[src/rtl/text_fetch_ctrl.sv]
// text_fetch_ctrl: fetches glyph rows for a 4-cell text strip and serializes them into a 1-bit text pixel
module text_fetch_ctrl #(
   parameter int X0 = 64,
   parameter int Y0 = 32
) (
   input  logic        clk,
   input  logic        reset,
   input  logic        pixel_tick,
   input  logic        video_on,
   input  logic [9:0]  pixel_x,
   input  logic [9:0]  pixel_y,
   output logic [1:0]  selec,
   input  logic [6:0]  char_code,
   output logic [10:0] rom_addr,
   input  logic [7:0]  rom_data,
   output logic        text_on,
   output logic        text_pixel
);
   typedef enum logic [2:0] {IDLE, SEL, CODE, ROMW, LATCH} state_t;
   localparam logic [9:0] XT = 10'(X0 - 8);
   localparam logic [9:0] XW = 10'(X0);
   localparam logic [9:0] YT = 10'(Y0);
   state_t      state_q, state_d;
   logic [1:0]  selec_q, selec_d;
   logic [3:0]  row_q, row_d;
   logic [10:0] addr_q, addr_d;
   logic [7:0]  glyph_q, glyph_d, shreg_q, shreg_d;
   logic        on_q, on_d, pix_q, pix_d;
   logic [9:0]  dx_t, dx, dy;
   logic        in_y, in_x, trig, boundary;
   // Offsets wrap to large values left of / above the window, so one compare bounds each range.
   assign dx_t     = pixel_x - XT;
   assign dx       = pixel_x - XW;
   assign dy       = pixel_y - YT;
   assign in_y     = dy < 10'd16;
   assign in_x     = dx < 10'd32;
   assign boundary = dx[2:0] == 3'd0;
   assign trig     = pixel_tick && in_y && dx_t < 10'd32 && dx_t[2:0] == 3'd0;
   always_comb begin
      state_d = state_q;
      selec_d = selec_q;
      row_d   = row_q;
      addr_d  = addr_q;
      glyph_d = glyph_q;
      shreg_d = shreg_q;
      on_d    = on_q;
      pix_d   = pix_q;
      case (state_q)
         IDLE: if (trig) begin
            selec_d = dx_t[4:3];
            row_d   = dy[3:0];
            state_d = SEL;
         end
         SEL:  state_d = CODE;
         CODE: begin
            addr_d  = {char_code, row_q};
            state_d = ROMW;
         end
         ROMW: state_d = LATCH;
         LATCH: begin
            glyph_d = rom_data;
            state_d = IDLE;
         end
         default: state_d = IDLE;
      endcase
      // The cell load reads glyph_q before a same-edge fetch could overwrite it.
      if (pixel_tick) begin
         on_d    = in_y && in_x && video_on;
         pix_d   = !on_d ? 1'b0 : boundary ? glyph_q[7] : shreg_q[7];
         shreg_d = !on_d ? shreg_q : boundary ? glyph_q << 1 : shreg_q << 1;
      end
   end
   always_ff @(posedge clk) begin
      if (reset) begin
         state_q <= IDLE;
         selec_q <= '0;
         row_q   <= '0;
         addr_q  <= '0;
         glyph_q <= '0;
         shreg_q <= '0;
         on_q    <= 1'b0;
         pix_q   <= 1'b0;
      end else begin
         state_q <= state_d;
         selec_q <= selec_d;
         row_q   <= row_d;
         addr_q  <= addr_d;
         glyph_q <= glyph_d;
         shreg_q <= shreg_d;
         on_q    <= on_d;
         pix_q   <= pix_d;
      end
   end
   assign selec      = selec_q;
   assign rom_addr   = addr_q;
   assign text_on    = on_q;
   assign text_pixel = pix_q;
endmodule
[config.mk]
export PLATFORM = sky130hd
export DESIGN_NAME = text_fetch_ctrl
export DESIGN_NICKNAME = d
export VERILOG_FILES = /design/src/rtl/text_fetch_ctrl.sv
export SDC_FILE = /design/constraint.sdc
export NUM_CORES = 1
export LEC_CHECK = 0
export CORE_UTILIZATION = 48
export DETAILED_ROUTE_END_ITERATION = 16
export PLACE_DENSITY = 0.82
export SLEW_MARGIN = 20
export SYNTH_ARGS = -nofsm -noshare
export SYNTH_HDL_FRONTEND = slang
export SYNTH_SLANG_ARGS = --single-unit
[constraint.sdc]
create_clock -name clk -period 2.9 [get_ports clk]
set_input_delay 0.29 -clock clk [delete_from_list [all_inputs] [get_ports clk]]
set_output_delay 0.29 -clock clk [all_outputs]
set_load 0.02 [all_outputs]
* Word level (Yosys, flattened, before mapping) *
Index checks and enable logic that the tools add are counted.

operators by class
  $lt $le $gt $ge = 3
  multiplexer cells = 5
  reductions and logical operators = 10
  eq/ne operators = 5
  add/sub/neg operators = 3

operators by type and width
  cell                                                                           number
  10-bit by 6-bit less-than comparator with 1-bit output, second input constant  2
  10-bit by 6-bit subtractor with 10-bit output, second input constant           2
  3-bit case mux with 4 select lines                                             1
  10-bit by 5-bit less-than comparator with 1-bit output, second input constant  1
  10-bit by 7-bit subtractor with 10-bit output, second input constant           1
  3-bit zero test                                                                3
  8-bit 2-to-1 mux                                                               1
  3-bit by 2-bit equality test with 1-bit output, second input constant          2
  1-bit logical AND                                                              5
  2-bit AND reduction                                                            2
  3-bit by 1-bit equality test with 1-bit output, second input constant          1
  3-bit equality test, second input constant                                     1
  3-bit 2-to-1 mux                                                               1
  1-bit 2-to-1 mux                                                               2
  2-bit inequality test, second input constant                                   1

storage, ports and cells
  output and inout bits = 15
  input bits = 39
  flip-flop bits (word level) = 38
  word-level logic and storage cells = 34

* Longest topological paths before layout *
  word-level depth = 7
  gate-level depth with buffers = 7
  depth with buffers taken out = 6

* Worst setup path after synthesis *
OpenSTA, ideal clock, no wires.

  path type = input port to flip-flop
  start point = input port pixel_y[5]
  end point = register selec_q[0] (netlist: selec[0])
  setup time = 0.121 ns
  required time = 2.779 ns
  path buffers = 0
  data arrival time = 1.871 ns
  stages on the path = 6
  slack = 0.907 ns
  path through = inv_1 > ha_1 > xnor2_1 > or3b_4 > nor4_4 > mux2_4

between the ends
  longest elaborated chain between the ends = 6

ends and longest elaborated chain
  what                                                    line  source
  start, declared                                         11    input logic [9:0] pixel_y,
  10-bit by 6-bit subtractor with 10-bit output           34    assign dy = pixel_y - YT;
  10-bit by 5-bit less-than comparator with 1-bit output  35    assign in_y = dy < 10'd16;
  1-bit logical AND (3 in a row)                          38    assign trig = pixel_tick && in_y && dx_t < 10'd32 && dx_t[2:0] == 3'd0;
  2-bit AND reduction (no source line)                    -
  end signal, assigned                                    85    selec_q <= selec_d;
  end, declared                                           24    logic [1:0] selec_q, selec_d;

No other way between the ends.
A chain may end at the register's enable or synchronous reset.

* Worst setup path in the final report *
  start point = input port pixel_y[5]
  end point = register row_q[1]

between the ends
  longest elaborated chain between the ends = 6

ends and longest elaborated chain
  what                                                    line  source
  10-bit by 6-bit subtractor with 10-bit output           34
  10-bit by 5-bit less-than comparator with 1-bit output  35
  1-bit logical AND (3 in a row)                          38
  2-bit AND reduction (no source line)                    -
  end signal, assigned                                    86    row_q <= row_d;
  end, declared                                           25    logic [3:0] row_q, row_d;

No other way between the ends.

==> qor.csv <==
stage,metric,value,unit
finish,antenna_cells,0,
detailed_routing,vias_per_cell,5.07,
synth,synth-xor-area-share,1.07,%
detailed_routing,drtAntennaViolNets,0,
setup_path,critical-path-max-stage-delay,490,ps
synth,synthArstFlopShare,0,%
synth,synth_cells,176,
setup_path,reg2regPathDepth,5,
worst_hold_path,hold_class,flop to flop,
setup_path,path_buf_inv,3,
cts,clkTransAtPathRegs,100,ps
synth,syn_area_per_cell,9.28,um^2
worst_hold_path,hold_depth,2,
timing,worst_clock_skew,8.15,ps
synth,synth_top_area_share,45.4,%
pwr,cellLeakagePower,0.748,nW
setup_path,cp_max_fo,4,
synth,ys_types,34,
synth,yosys.area_share.adder,1.53,%
placed_design,gp_congestion,0.763,
placed_design,portBuffers,53,
pwr,finalPower,0.864,mW
cts,cts_setup_buffers,0,
floorplan,initial_core_util,52.2,%
synth,synth_area_leaders,"dfxtp_1, mux2i_1, a21oi_1",
synth,seq_area_frac_synth,45.4,%
grt,grt_pass1_wl,5640,um
finish,drive_gt1_share,8.70,%
grt,grt_use_met2,37.4,%
cts,ctsHoldBuffers,0,
finish,fill_cells,249,
placed_design,dpl_worst_slack,409,ps
detailed_routing,wirelength,3350,um
timing,slew_headroom,63.5,%
setup_path,crit_family,simple AND/OR/NAND/NOR gates,
floorplan,dieArea,3640,um^2
grt,top_usage_layer,met2,
setup_path,worstSetupPathType,input port to flop,
synth,yosysWarnings,0,
setup_path,cp_data_arrival_time,2390,ps
detailed_routing,drcViolationCount,0,
synth,synth_area,1630,um^2
floorplan,rows,20,
cts,cts_htree_levels,2,
synth,syn_nets,217,
grt,grt_max_degree,44,
synth,synth_edf_count,0,
pwr,pwr-share-clk,30.8,%
detailed_routing,vias,1390,
timing,fmax,473,MHz
pwr,internal_power,0.682,mW
placed_design,hpwl,2450,um
grt,grt_antenna_before_repair,0,
placed_design,dpl-instance-area,2210,um^2
timing,tightest_slew,539,ps
grt,met3_usage,7.79,%
synth,synth_top_family_by_area,simple AND/OR/NAND/NOR gates,
detailed_routing,wl_per_cell,12.2,um
setup_path,cp.required,3170,ps
finish,area_growth,38.8,%
cts,cts_tree,built,
job,max_cap_viol_count,0,
setup_path,worstSetupStartpointType,input port,
timing,slew_violations,0,
synth,muxShareOfSynthArea,13.3,%
timing,hold_ws,463,ps
detailed_routing,drt_iter0_markers,48,
pwr,swShare,21.2,%
synth,synth_seq_cells,37,
finish,instances_no_fill,274,
finish,design_area,2270,um^2
cts,clock_sinks,37,
detailed_routing,drtPass1Iterations,4,
setup_path,cp_cell_sequence,clkdlybuf4s50_1 > inv_1 > ha_1 > xnor2_1 > or3b_4 > nor4_4 > buf_4 > mux2i_1,
floorplan,die_w,60.3,um
timing,min_period,2120,ps
synth,synth-simple-area-share,23.5,%
synth,yosys-top-cells-count,"dfxtp_1, nand2_1, a21oi_1, mux2i_1, nor2_1",
timing,fin_setup_tns,0,ps
floorplan,ios,54,
grt,track_usage,20.9,%
pwr,seq_power_share,58.7,%
timing,timing.final.crit_share,72.9,%
cts,clk_latency,330,ps
setup_path,crit_path_end_kind,flop,
cts,clk_path_buf_depth,2,
finish,nets,271,
pwr,power_frac_comb,10.4,%
cts,cts_root_buffer,clkbuf_4,
run_status,run_status,"complete, no violations",
timing,fin_ws,785,ps
cts,cts_buffers,5,
timing,hold_violations,0,
timing,setup_viol,0,
cts,cts_resized,0,
placed_design,place_inst,267,
grt,grt_use_met1,22.0,%
synth,synth_ff_type,dfxtp_1,
synth,synth_top_cell_by_area,dfxtp_1,
pwr,ir_drop,0.000281,V
grt,overflow,0,
synth,synth_compound_area_share,12.0,%
setup_path,crit_cells,8,
pwr,powerDensity,382,nW/um^2
synth,yosysMostFrequentCell,dfxtp_1,
setup_path,crit_slowest_cell,clkdlybuf4s50_1,
floorplan,die_y,60.3,um
floorplan,core,3130,um^2
timing,rsz0062_at_grt,no,
grt,grt_pass1_vias,1351,
pwr,power_switching,0.183,mW
finish,utilization,72.4,%
[power groups by stage]
stage                     Clock, mW  Sequential, mW  Combinational [mW]
after global routing          0.293           0.508              0.0978
after floorplan                   0           0.520              0.0287
after CTS                     0.274           0.508              0.0909
after detailed placement          0           0.520              0.0904
after global placement            0           0.520              0.0880
final                         0.266           0.508              0.0903
[worst paths after layout]
check / start / to / slack (ps)
worst max-delay path: pixel_y[5] / row_q[1] / 780
worst min-delay path: rom_addr[9] / rom_addr[9] / 460
worst min register to register: rom_addr[9] / rom_addr[9] / 460
worst max register to register: state_q[2] / row_q[1] / 1430
[layer usage]
layer  up-vias  routed length, um
met5         -                  0
met4         0                 37
met3         5                226
met2        46               1660
met1       623               1430
li1        716                  -
[state kept, by name, summed over array words and instances (netlist names)]
signal      count
rom_addr       11
glyph_q         8
text_pixel      1
row_q           4
shreg_q         7
selec           2
state_q         3
text_on         1
[worst reg2reg max path: stages, from the launching register on]
cell and delay (ps):
dfxtp_1 370, nor3_1 210, nand4_1 160, nor4_4 280, buf_4 210, mux2i_1 180
[cell type report]
class / instances / area, um^2 / share of cell area [%]
multi-input cells: 126 / 840 / 37.1
flip-flops and latches: 37 / 741 / 32.7
repair buffers: 58 / 568 / 25.1
clock buffers: 7 / 55.1 / 2.43
well taps: 44 / 55.1 / 2.43
inverters: 2 / 7.51 / 0.331
[cells by family (layout without fill, tap and decap cells)]
family,count (synthesis),after routing
muxes,21,21
and+or+nand+nor,70,70
adders and majority gates,2,2
AOI/OAI and AO/OA,31,31
xor gates and xnor gates,2,2
buffers and inverters,13,67
DFF,37,37
[cell usage in the layout (no fill, tap or decap)]
cell	synthesis	final
a21boi_0	2	2
inv_1	2	2
and4_2	1	1
a311oi_1	6	6
nand4_1	1	1
nand3_1	3	3
and2_1	2	2
clkbuf_8	0	1
mux2i_1	19	19
nor3_1	4	4
nor2_1	12	12
ha_1	2	2
nand3b_1	1	1
clkbuf_4	0	5
o21ai_2	1	1
nor4b_2	1	1
a21o_1	1	1
mux2_4	1	1
dfxtp_1	37	37
o21a_1	1	1
a21oi_1	19	19
buf_4	0	5
mux2_2	1	1
nand2b_1	11	11
clkdlybuf4s50_1	0	53
clkbuf_1	7	1
o21ba_2	1	1
nor4_1	1	1
or3b_4	1	1
nor2b_1	3	3
nor3_4	1	1
nand2_1	25	25
nor3b_1	1	1
nor4_4	1	1
xnor2_1	2	2
nor4b_1	1	1
No activity file was read; power rests on OpenSTA's default activity.
